**src/rtl/uart_io_ctrl_if.sv**
```systemverilog
// uart_io_ctrl_if: CPU load/store port plus UART ready/valid pairs.
// The slave modport is the controller. The master modport is whoever drives
// both the CPU side and the UART side, such as a datapath wrapper or a bench.
interface uart_io_ctrl_if;
  logic        stall;
  logic [31:0] addr;
  logic        wr_en;
  logic        rd_en;
  logic [7:0]  wdata;
  logic [31:0] rdata;
  logic [7:0]  uart_tx_data;
  logic        uart_tx_valid;
  logic        uart_tx_ready;
  logic [7:0]  uart_rx_data;
  logic        uart_rx_valid;
  logic        uart_rx_ready;

  modport master (
    output stall, addr, wr_en, rd_en, wdata,
    output uart_tx_ready, uart_rx_data, uart_rx_valid,
    input  rdata, uart_tx_data, uart_tx_valid, uart_rx_ready
  );

  modport slave (
    input  stall, addr, wr_en, rd_en, wdata,
    input  uart_tx_ready, uart_rx_data, uart_rx_valid,
    output rdata, uart_tx_data, uart_tx_valid, uart_rx_ready
  );
endinterface

```
**src/rtl/uart_io_ctrl.sv**
```systemverilog
// uart_io_ctrl: memory-mapped UART controller with TX and RX byte FIFOs.
// Load data is registered, so it appears one cycle after the access.
// Optional build macro IO_CYCLE_COUNTER_EN adds a 32-bit free-running cycle
// counter at offset 0x10. A write to 0x10 clears the counter.
module uart_io_ctrl #(
  parameter logic [31:0] BASE_ADDR = 32'h8000_0000,
  parameter int          TX_DEPTH  = 4,
  parameter int          RX_DEPTH  = 4
) (
  input logic           clk,
  input logic           rst,
  uart_io_ctrl_if.slave bus
);
  localparam int TX_AW = $clog2(TX_DEPTH);
  localparam int RX_AW = $clog2(RX_DEPTH);
  localparam logic [TX_AW:0]   TX_FULL_CNT = (TX_AW+1)'(TX_DEPTH);
  localparam logic [RX_AW:0]   RX_FULL_CNT = (RX_AW+1)'(RX_DEPTH);
  localparam logic [TX_AW:0]   TX_CNT_ONE  = (TX_AW+1)'(1);
  localparam logic [RX_AW:0]   RX_CNT_ONE  = (RX_AW+1)'(1);
  localparam logic [TX_AW-1:0] TX_PTR_ONE  = TX_AW'(1);
  localparam logic [RX_AW-1:0] RX_PTR_ONE  = RX_AW'(1);

  localparam logic [7:0] OFF_TX_STAT = 8'h00;
  localparam logic [7:0] OFF_RX_STAT = 8'h04;
  localparam logic [7:0] OFF_TX_DATA = 8'h08;
  localparam logic [7:0] OFF_RX_DATA = 8'h0C;
`ifdef IO_CYCLE_COUNTER_EN
  localparam logic [7:0] OFF_CYCLES  = 8'h10;
`endif

  // FIFO storage and bookkeeping
  logic [7:0]       tx_mem [TX_DEPTH];
  logic [7:0]       rx_mem [RX_DEPTH];
  logic [TX_AW-1:0] tx_wr_ptr_reg, tx_rd_ptr_reg;
  logic [RX_AW-1:0] rx_wr_ptr_reg, rx_rd_ptr_reg;
  logic [TX_AW:0]   tx_count_reg;
  logic [RX_AW:0]   rx_count_reg;
  logic [31:0]      rdata_reg;
  logic [31:0]      rd_value;

  logic       hit, cpu_ok;
  logic [7:0] offset;
  logic       tx_full, tx_empty, rx_full, rx_empty;
  logic       tx_push, tx_pop, rx_push, rx_pop;

  // Decode and FIFO handshakes. Full and empty come only from registered
  // state, so a same-cycle pop never makes room for a same-cycle push.
  assign hit      = (bus.addr[31:8] == BASE_ADDR[31:8]);
  assign cpu_ok   = hit && !bus.stall && !rst;
  assign offset   = bus.addr[7:0];
  assign tx_full  = (tx_count_reg == TX_FULL_CNT);
  assign tx_empty = (tx_count_reg == '0);
  assign rx_full  = (rx_count_reg == RX_FULL_CNT);
  assign rx_empty = (rx_count_reg == '0);

  assign tx_push = cpu_ok && bus.wr_en && (offset == OFF_TX_DATA) && !tx_full;
  assign tx_pop  = !tx_empty && bus.uart_tx_ready;
  assign rx_push = bus.uart_rx_valid && !rx_full;
  assign rx_pop  = cpu_ok && bus.rd_en && (offset == OFF_RX_DATA) && !rx_empty;

  assign bus.uart_tx_valid = !tx_empty;
  assign bus.uart_tx_data  = tx_mem[tx_rd_ptr_reg];
  assign bus.uart_rx_ready = !rx_full;
  assign bus.rdata         = rdata_reg;

`ifdef IO_CYCLE_COUNTER_EN
  logic [31:0] cycle_count_reg;
  logic        cycle_clr;
  assign cycle_clr = cpu_ok && bus.wr_en && (offset == OFF_CYCLES);

  // Free-running counter. It ignores stall, and an effective write clears it.
  always_ff @(posedge clk) begin
    if (rst || cycle_clr) cycle_count_reg <= '0;
    else                  cycle_count_reg <= cycle_count_reg + 32'd1;
  end
`endif

  // Read mux for the register map. Unmapped offsets and misses return 0.
  always_comb begin
    rd_value = 32'd0;
    if (hit) begin
      case (offset)
        OFF_TX_STAT: rd_value = {16'd0, 8'(tx_count_reg), 7'd0, !tx_full};
        OFF_RX_STAT: rd_value = {16'd0, 8'(rx_count_reg), 7'd0, !rx_empty};
        OFF_RX_DATA: if (!rx_empty) rd_value = {24'd0, rx_mem[rx_rd_ptr_reg]};
`ifdef IO_CYCLE_COUNTER_EN
        OFF_CYCLES:  rd_value = cycle_count_reg;
`endif
        default:     rd_value = 32'd0;
      endcase
    end
  end

  // Registered load data. It holds its value unless a non-stalled load occurs.
  always_ff @(posedge clk) begin
    if (rst)                             rdata_reg <= 32'd0;
    else if (bus.rd_en && !bus.stall)    rdata_reg <= rd_value;
  end

  // FIFO data arrays (no reset; contents are qualified by the counts)
  always_ff @(posedge clk) begin
    if (tx_push) tx_mem[tx_wr_ptr_reg] <= bus.wdata;
    if (rx_push && !rst) rx_mem[rx_wr_ptr_reg] <= bus.uart_rx_data;
  end

  // TX pointers and count. A simultaneous push and pop leave the count unchanged.
  always_ff @(posedge clk) begin
    if (rst) begin
      tx_wr_ptr_reg <= '0;
      tx_rd_ptr_reg <= '0;
      tx_count_reg  <= '0;
    end else begin
      if (tx_push) tx_wr_ptr_reg <= tx_wr_ptr_reg + TX_PTR_ONE;
      if (tx_pop)  tx_rd_ptr_reg <= tx_rd_ptr_reg + TX_PTR_ONE;
      case ({tx_push, tx_pop})
        2'b10:   tx_count_reg <= tx_count_reg + TX_CNT_ONE;
        2'b01:   tx_count_reg <= tx_count_reg - TX_CNT_ONE;
        default: tx_count_reg <= tx_count_reg;
      endcase
    end
  end

  // RX pointers and count. Reset wins, so a byte presented during reset is dropped.
  always_ff @(posedge clk) begin
    if (rst) begin
      rx_wr_ptr_reg <= '0;
      rx_rd_ptr_reg <= '0;
      rx_count_reg  <= '0;
    end else begin
      if (rx_push) rx_wr_ptr_reg <= rx_wr_ptr_reg + RX_PTR_ONE;
      if (rx_pop)  rx_rd_ptr_reg <= rx_rd_ptr_reg + RX_PTR_ONE;
      case ({rx_push, rx_pop})
        2'b10:   rx_count_reg <= rx_count_reg + RX_CNT_ONE;
        2'b01:   rx_count_reg <= rx_count_reg - RX_CNT_ONE;
        default: rx_count_reg <= rx_count_reg;
      endcase
    end
  end
endmodule

```
**src/flat_wrapper.sv**
```systemverilog
// flat-port wrapper written by rule: the top's interface ports become plain ports
module uart_io_ctrl_flat 
#(
  parameter logic [31:0] BASE_ADDR = 32'h8000_0000,
  parameter int          TX_DEPTH  = 4,
  parameter int          RX_DEPTH  = 4
)
  (clk, rst, bus_stall, bus_addr, bus_wr_en, bus_rd_en, bus_wdata, bus_uart_tx_ready, bus_uart_rx_data, bus_uart_rx_valid, bus_rdata, bus_uart_tx_data, bus_uart_tx_valid, bus_uart_rx_ready);
  uart_io_ctrl_if bus_i ();
  input logic clk;
  input logic rst;
  input wire logic [$bits(bus_i.stall)-1:0] bus_stall;
  input wire logic [$bits(bus_i.addr)-1:0] bus_addr;
  input wire logic [$bits(bus_i.wr_en)-1:0] bus_wr_en;
  input wire logic [$bits(bus_i.rd_en)-1:0] bus_rd_en;
  input wire logic [$bits(bus_i.wdata)-1:0] bus_wdata;
  input wire logic [$bits(bus_i.uart_tx_ready)-1:0] bus_uart_tx_ready;
  input wire logic [$bits(bus_i.uart_rx_data)-1:0] bus_uart_rx_data;
  input wire logic [$bits(bus_i.uart_rx_valid)-1:0] bus_uart_rx_valid;
  output wire logic [$bits(bus_i.rdata)-1:0] bus_rdata;
  output wire logic [$bits(bus_i.uart_tx_data)-1:0] bus_uart_tx_data;
  output wire logic [$bits(bus_i.uart_tx_valid)-1:0] bus_uart_tx_valid;
  output wire logic [$bits(bus_i.uart_rx_ready)-1:0] bus_uart_rx_ready;
  assign bus_i.stall = bus_stall;
  assign bus_i.addr = bus_addr;
  assign bus_i.wr_en = bus_wr_en;
  assign bus_i.rd_en = bus_rd_en;
  assign bus_i.wdata = bus_wdata;
  assign bus_i.uart_tx_ready = bus_uart_tx_ready;
  assign bus_i.uart_rx_data = bus_uart_rx_data;
  assign bus_i.uart_rx_valid = bus_uart_rx_valid;
  assign bus_rdata = bus_i.rdata;
  assign bus_uart_tx_data = bus_i.uart_tx_data;
  assign bus_uart_tx_valid = bus_i.uart_tx_valid;
  assign bus_uart_rx_ready = bus_i.uart_rx_ready;
  uart_io_ctrl #(.BASE_ADDR(BASE_ADDR), .TX_DEPTH(TX_DEPTH), .RX_DEPTH(RX_DEPTH)) u_core (.clk(clk), .rst(rst), .bus(bus_i));
endmodule
```
**config.mk**
```make
export PLATFORM = sky130hd
export DESIGN_NAME = uart_io_ctrl_flat
export DESIGN_NICKNAME = d
export VERILOG_FILES = /design/src/rtl/uart_io_ctrl_if.sv /design/src/rtl/uart_io_ctrl.sv /design/src/flat_wrapper.sv
export SDC_FILE = /design/constraint.sdc
export NUM_CORES = 1
export LEC_CHECK = 0
export CAP_MARGIN = 20
export CORE_MARGIN = 1.5
export CORE_UTILIZATION = 50
export CTS_CLUSTER_SIZE = 10
export DETAILED_ROUTE_END_ITERATION = 10
export GPL_ROUTABILITY_DRIVEN = 0
export PLACE_DENSITY = 0.81
export RECOVER_POWER = 50
export SYNTH_ARGS = -nofsm -noshare
export SYNTH_HDL_FRONTEND = slang
export SYNTH_SLANG_ARGS = --single-unit
```
**constraint.sdc**
```tcl
create_clock -name clk -period 7.13 [get_ports clk]
set_input_delay 1.426 -clock clk [delete_from_list [all_inputs] [get_ports clk]]
set_output_delay 1.426 -clock clk [all_outputs]
set_load 0.02 [all_outputs]
```
# Word-level counts from Yosys, hierarchy flattened
# Memory sizes are Yosys's and may differ from the RTL's. A register that Yosys moved wholly into a read port is not among the register bits.
# Cells that the tools add are included.
word_totals:
  out_inout_bits: 42
  ramBits: 64
  n_memories: 2
  regBits: 46
  wordCells: 63
classes:
  n_eq_ne: 10
  mux: 13
  reduce_logical: 23
  addsub: 8
mem_list:
  columns: ["name", "depth", "width", "read_ports", "rd_ports_with_merged_regs", "wr", "line_no", "rtl"]
  rows:
  - ["u_core.rx_mem", 4, 8, 1, 1, 1, "uart_io_ctrl.sv:33", "logic [7:0] rx_mem [RX_DEPTH];"]
  - ["u_core.tx_mem", 4, 8, 1, 1, 1, "uart_io_ctrl.sv:32", "logic [7:0] tx_mem [TX_DEPTH];"]
op_table:
  columns: ["operator", "n"]
  rows:
  - ["$pmux W32 S3", 1]
  - ["$mux W32", 1]
  - ["$eq A24 B24 Y1 const B", 1]
  - ["$eq A8 B4 Y1 const B", 2]
  - ["$logic_and A1 B1 Y1", 12]
  - ["$pmux W3 S2", 2]
  - ["$add A2 B1 Y2 const B", 4]
  - ["$eq A8 B3 Y1 const B", 1]
  - ["$logic_not A8 Y1", 1]
  - ["$mux W2", 4]
  - ["$mux W8", 1]
  - ["$add A3 B1 Y3 const B", 2]
  - ["$eq A3 B3 Y1 const B", 2]
  - ["$logic_not A1 Y1", 6]
  - ["$logic_not A3 Y1", 2]
  - ["$sub A3 B1 Y3 const B", 2]
  - ["$eq A2 B1 Y1 const B", 2]
  - ["$eq A2 B2 Y1 const B", 2]
  - ["$mux W1", 4]
  - ["$reduce_bool A2 Y1", 2]

# Longest topological paths before layout
# Gate-level depths: netlist of the first run.
depth:
  word_depth: 8
  mapped_depth: 11

# Worst setup path after synthesis of the first run
# OpenSTA, ideal clock, no wires.
synth_timing:
  path_kind: "input port to flip-flop"
  from: "input bus_addr[10]"
  to: "register u_core.rx_count_reg[2]"
  n_path_buf: 0
  required_ns: 7.059
  setup_ns: 0.071
  setup_slack_ns: 2.897
  cell_stages: 9
  arrival_time_ns: 4.162
  path_cell_list: "or4_4 or4_4 nor4_4 ha_1 inv_1 fa_1 xor2_1 or3_1 a21oi_1"
synth_via:
  elab_chain_cells: 8
synth_rtl:
  columns: ["element", "line_no", "rtl"]
  rows:
  - ["start: declaration", "flat_wrapper.sv:13", "input wire logic [$bits(bus_i.addr)-1:0] bus_addr;"]
  - ["$eq A24 B24 Y1 *", "uart_io_ctrl.sv:48", "assign hit = (bus.addr[31:8] == BASE_ADDR[31:8]);"]
  - ["$logic_and A1 B1 Y1 * (2 in series)", "uart_io_ctrl.sv:49", "assign cpu_ok = hit && !bus.stall && !rst;"]
  - ["$logic_and A1 B1 Y1 * (3 in series)", "uart_io_ctrl.sv:59", "assign rx_pop = cpu_ok && bus.rd_en && (offset == OFF_RX_DATA) && !rx_empty;"]
  - ["$eq A2 B1 Y1 or $eq A2 B2 Y1 (tied branches)", "uart_io_ctrl.sv:132", "case ({rx_push, rx_pop})"]
  - ["$pmux W3 S2 or $reduce_bool A2 Y1 (tied branches)", null, null]
  - ["end signal: assignment", "uart_io_ctrl.sv:133", "2'b10: rx_count_reg <= rx_count_reg + RX_CNT_ONE;"]
  - ["end signal: assignment", "uart_io_ctrl.sv:134", "2'b01: rx_count_reg <= rx_count_reg - RX_CNT_ONE;"]
  - ["end signal: assignment", "uart_io_ctrl.sv:135", "default: rx_count_reg <= rx_count_reg;"]
  - ["end: declaration", "uart_io_ctrl.sv:37", "logic [RX_AW:0] rx_count_reg;"]
# Every way passes the cells marked *; elsewhere a longest branch is shown, timed or not.
# A chain may end at the register's enable or synchronous reset.

# Final worst setup path of the first run
# Same ends and word-level chain as after synthesis.

==> flow_metrics.env, run 1 <==
export IMPL_status="finished clean"
export IMPL_synthFlopType="edfxtp_1"
export IMPL_final_cell_mix="edfxtp_1 (64), clkdlybuf4s50_1 (58), dfxtp_1 (29)"
export IMPL_start_util_pct=51.59
export IMPL_layout_nets=414
export IMPL_grt_total_usage_pct=18.19
export IMPL_grt_pass1_vias=2469
export IMPL_timing_final_crit_share_pct=63.55
export IMPL_num_vias=2320
export IMPL_syn_area_per_cell_sq_um=14.76
export IMPL_die_area_sq_um=8517
export IMPL_final_area_sq_um=4936
export IMPL_cts_root_buf="clkbuf_8"
export IMPL_grt_pass1_wl_um=11650
export IMPL_path_delay_family="simple AND/OR/NAND/NOR gates"
export IMPL_crit_fanout=8
export IMPL_fin_util_pct=63.88
export IMPL_yosys_warnings=0
export IMPL_clock_latency_ps=360
export IMPL_totalWireLength_um=7321
export IMPL_dr_pass1_iters=4
export IMPL_clk_path_buf_depth=2
export IMPL_skew_ps=9.654
export IMPL_core_region_area_sq_um=7727
export IMPL_final_setup_tns_ps=0
export IMPL_path_cells="clkdlybuf4s50_1 > or4_4 > or4_4 > nor4_4 > ha_1 > inv_1 > fa_1 > xor2_1 > or3_1 > a21oi_1"
export IMPL_clk_pin_slew_ps=90
export IMPL_max_cap_violations=0
export IMPL_period_needed_ps=4531
export IMPL_required_ps=7400
export IMPL_die_y_um=92.29
export IMPL_ir_drop_uv=236.7
export IMPL_crit_top_cell="or4_4"
export IMPL_port_buffers=75
export IMPL_power_density_nw_per_um2=198.5
export IMPL_slowest_delay_ps=570
export IMPL_ys_seq_elements=93
export IMPL_synth_top_area_share_pct=48.21
export IMPL_dp_hpwl_um=5478
export IMPL_crit_type="in2reg"
export IMPL_synth_seq_area_share_pct=62.77
export IMPL_dpl_worst_slack_ps=2209
export IMPL_hold_viol_final=0
export IMPL_cp_arrival_ps=4800
export IMPL_fmax_ghz=0.2207
export IMPL_tritoncts="built"
export IMPL_placementRows=32
export IMPL_cts_hold_buffers=0
export IMPL_hold_path_class="reg2reg"
export IMPL_postCtsSetupBuffers=0
export IMPL_yosysTopAreaCell="edfxtp_1"
export IMPL_area_growth_pct=23.82
export IMPL_synth_edff_count=64
export IMPL_syn_cell_area_sq_um=3986
export IMPL_drive_above_1_share_pct=12.50
export IMPL_numClockSinks=93
export IMPL_synthArstFlopShare_pct=0
export IMPL_slew_violations=0
export IMPL_cts_htree_levels=3
export IMPL_relSlewSlack_pct=31.23
export IMPL_avgViaCountPerCell=5.110
export IMPL_wl_per_cell_um=16.13
export IMPL_yosys_cell_types_count=43
export IMPL_leakage_nw=1.669
export IMPL_antenna_found_initial=0
export IMPL_critPathLaunchType="input pin"
export IMPL_slowest_stage="or4_4"
export IMPL_cp_end_kind="flop"
export IMPL_die_w_um=92.29
export IMPL_rsz0062_at_grt="no"
export IMPL_critPathBufInv=2
export IMPL_grt_overflow_total=0
export IMPL_drc_errors=0
export IMPL_layout_commonest_cell="edfxtp_1"
export IMPL_setup_viol=0
export IMPL_worst_slew_pin_slew_ps=1032
export IMPL_syn_inst=270
export IMPL_placed_cell_area_sq_um=4756
export IMPL_synth_top_cells_by_area="edfxtp_1 (48%), dfxtp_1 (15%), mux4_2 (9.0%), buf_4 (4.0%), ha_1 (3.1%)"
export IMPL_layout_setup_ws_ps=2599
export IMPL_drt_iter0_drc=117
export IMPL_numCtsBuffers=9
export IMPL_cts_resized=0
export IMPL_boundaryPins=97
export IMPL_antenna_cells=0
export IMPL_grt_max_degree=25
export IMPL_ant_nets=0
==> power by group <==
group          leakage, nW  switching (W)  internal [W]  total (W)
registers            0.812     0.00000364      0.000583   0.000587
logic                0.766      0.0000352     0.0000343  0.0000695
clock network       0.0909       0.000189      0.000134   0.000324
==> layout make-up <==
class,count,area [sq um]
fillers,562,2791
well taps,102,127.6
inverters,12,45.04
multi-input cells,155,1323
clock inverters,6,56.30
repair buffers,76,754.5
clock buffers,10,127.6
flip-flops and latches,93,2502
==> layer usage <==
metal | global-route usage (%) | wire, um | up-vias
li1 | - | - | 1114
met1 | 19.83 | 2869 | 1130
met2 | 34.38 | 3996 | 64
met3 | 4.433 | 322 | 12
met4 | 5.897 | 133 | 0
met5 | 0 | 0 | -
==> tightest hold or removal path: cells and delay by family, from the launching register on <==
kind / cells / cell delay (ps)
compound gates: 1 / 50
flops: 1 / 320
simple gates: 1 / 50
==> synthesized netlist by cell type, drive strengths merged, types with 5 or more instances <==
master and instances:
nor2 16, xor2 5, edfxtp 64, dfxtp 29, and2 10, inv 12, a22o 7, a21oi 6
nand2 8, nor4 5, ha 10, mux4 16, buf 22, clkbuf 8
==> path summary, 6_finish.rpt <==
path	cells after the start	startpoint	slack [ps]	to
max reg2reg	10	u_core.tx_count_reg[2]	4470	u_core.tx_count_reg[2]
min	2	u_core.bus.rdata[10]	460	u_core.bus.rdata[10]
min reg2reg	2	u_core.bus.rdata[10]	460	u_core.bus.rdata[10]
max	10	bus_addr[10]	2600	u_core.rx_count_reg[2]
==> metrics by stage <==
step | cells | total power [W] | hold WS, ps
6_report | 454 | 0.0009795 | 463.0
5_1_grt | 454 | 0.001018 | 496.2
4_1_cts | 454 | 0.0009909 | 468.5
3_5_place_dp | 438 | 0.0006705 | 449.5
3_3_place_gp | 438 | 0.0006679 | 447.9
2_1_floorplan | 290 | 0.0006382 | 469.2
==> kinds of logic after synthesis <==
group / after synthesis / share of synthesized area (%)
other: 1 / 0.09407
AO/OA/AOI/OAI: 22 / 3.829
XOR/XNOR: 7 / 1.538
flip-flops: 93 / 62.77
adder cells (fa/ha/maj): 12 / 4.143
multiplexers: 24 / 11.17
buffers and inverters: 42 / 5.932
AND/OR/NAND/NOR: 69 / 10.51
Power figures use the tool's default switching activity.
==> run 2, diff against run 1 <==
Settings changed: CORE_UTILIZATION 50 to 45, PLACE_DENSITY 0.81 to 0.77.
Clock period 7.13 ns to 4.09 ns, I/O delays scaled along.
==> run 2 against run 1 <==
Against the previous run:
- largest power group unchanged
- critical endpoint unchanged
- sequential cell count did not move
- utilization fell by 6.5 points
- die area rose by 11%
- first-iteration DRC count did not move
- cell area rose by 0.43%
- register-to-register slack got worse by 3000 ps
- critical path type unchanged
- via count rose by 1.4%
- global-route usage fell by 1.2 points
- hold slack improved by 13 ps
- sequential power rose by 74%
- power rose by 74%
==> flow_metrics.env, run 2 (synthesis results as in run 1) <==
export IMPL_power_density_nw_per_um2=343.5
export IMPL_grt_total_usage_pct=17.02
export IMPL_die_y_um=97.12
export IMPL_timing_final_crit_share_pct=88.62
export IMPL_slowest_stage="or4_4"
export IMPL_cts_resized=0
export IMPL_numCtsBuffers=9
export IMPL_relSlewSlack_pct=36.05
export IMPL_start_util_pct=46.16
export IMPL_area_growth_pct=24.36
export IMPL_crit_type="in2reg"
export IMPL_cp_arrival_ps=3910
export IMPL_clock_latency_ps=360
export IMPL_antenna_found_initial=0
export IMPL_cp_end_kind="flop"
export IMPL_boundaryPins=97
export IMPL_num_vias=2353
export IMPL_grt_pass1_wl_um=12140
export IMPL_holdWs_ps=476.4
export IMPL_totalWireLength_um=7596
export IMPL_period_needed_ps=3625
export IMPL_busiest_layer="met2"
export IMPL_antenna_cells=0
export IMPL_dr_pass1_iters=6
export IMPL_fillCellCount=690
export IMPL_grt_pass1_vias=2511
export IMPL_layout_commonest_cell="edfxtp_1"
export IMPL_drc_errors=0
export IMPL_hold_path_class="reg2reg"
export IMPL_multi_input_area_sq_um=1323
export IMPL_slowest_delay_ps=570
export IMPL_p_total_w=0.001703
export IMPL_cts_hold_buffers=0
export IMPL_clk_pin_slew_ps=90
export IMPL_final_cell_mix="edfxtp_1 (64), clkdlybuf4s50_1 (47), dfxtp_1 (29)"
export IMPL_final_setup_tns_ps=0
export IMPL_required_ps=4380
export IMPL_seqCellArea_sq_um=2502
export IMPL_cts_htree_levels=3
export IMPL_layout_nets=416
export IMPL_worst_slew_pin_slew_ps=959.2
export IMPL_crit_top_cell="or4_4"
export IMPL_hold_viol_final=0
export IMPL_drt_iter0_drc=117
export IMPL_core_region_area_sq_um=8636
export IMPL_placed_cell_area_sq_um=4778
export IMPL_max_cap_violations=0
export IMPL_fin_util_pct=57.40
export IMPL_tritoncts="built"
export IMPL_use_met1_pct=18.03
export IMPL_met2_usage_pct=30.98
export IMPL_wl_per_cell_um=16.44
export IMPL_status="finished clean"
export IMPL_postCtsSetupBuffers=0
export IMPL_avgViaCountPerCell=5.093
export IMPL_leakage_nw=1.711
export IMPL_drive_above_1_share_pct=13.28
export IMPL_port_buffers=75
export IMPL_cts_root_buf="clkbuf_8"
export IMPL_critPathLaunchType="input pin"
export IMPL_grt_use_met3_pct=6.331
export IMPL_crit_fanout=3
export IMPL_setup_viol=0
export IMPL_path_cells="clkdlybuf4s50_1 > or4_4 > or4_4 > nor4_4 > ha_1 > inv_1 > fa_1 > xor2_1 > or3_1 > a21oi_1"
export IMPL_ir_drop_uv=278.1
export IMPL_die_area_sq_um=9432
export IMPL_final_area_sq_um=4957
export IMPL_clk_path_buf_depth=2
export IMPL_numClockSinks=93
export IMPL_slew_violations=0
export IMPL_dp_hpwl_um=5613
export IMPL_skew_ps=8.670
export IMPL_fmax_ghz=0.2759
export IMPL_placementRows=34
export IMPL_die_w_um=97.12
export IMPL_grt_overflow_total=0
export IMPL_rsz0062_at_grt="no"
export IMPL_ant_nets=0
export IMPL_grt_max_degree=18
## run 2: critical path: cells and delay by family
kind	cells	cell delay (ps)
compound gates	1	150
xor+xnor	1	160
fa+ha+maj	2	600
buf+inv	2	460
simple gates	4	1720
## run 2: routing by layer
| metal | wire (um) | part of all wire [%] |
|---|---|---|
| met4 | 163 | 2.1 |
| met1 | 2896 | 38 |
| met2 | 4087 | 54 |
| met5 | 0 | 0 |
| met3 | 449 | 5.9 |
## run 2: worst paths after layout
| path | start | endpoint | slack (ps) | cells past startpoint |
|---|---|---|---|---|
| max | bus_addr[10] | u_core.rx_count_reg[2] | 470 | 10 |
| min | u_core.bus.rdata[0] | u_core.bus.rdata[0] | 480 | 2 |
| max reg2reg | u_core.tx_count_reg[2] | u_core.tx_count_reg[2] | 1440 | 11 |
| min reg2reg | u_core.bus.rdata[0] | u_core.bus.rdata[0] | 480 | 2 |
## run 2: cell type report
cell class	count	area share, %
clock buffer	9	2.499
timing repair buffer	78	15.52
sequential	93	50.48
tap	108	2.726
multi-input combinational	155	26.68
inverter	12	0.9086
clock inverter	7	1.186
## run 2: per-stage QoR
step / setup WS, ps / cells
6_report: 465.4 / 462
5_1_grt: 316.7 / 462
2_1_floorplan: 465.3 / 290
4_1_cts: 482.5 / 462
3_3_place_gp: 168.1 / 446
3_5_place_dp: 112.0 / 446
## run 2: power by group
part / switching (W) / internal, W
sequential: 0.00000612 / 0.00102
combinational: 0.0000616 / 0.0000600
clock: 0.000332 / 0.000228
==> run 3, diff against run 2 <==
Settings changed: SKIP_LAST_GASP set to 1.
==> results of run 3 <==
Same layout as run 2: the final DEF is identical, and so are final timing and power.
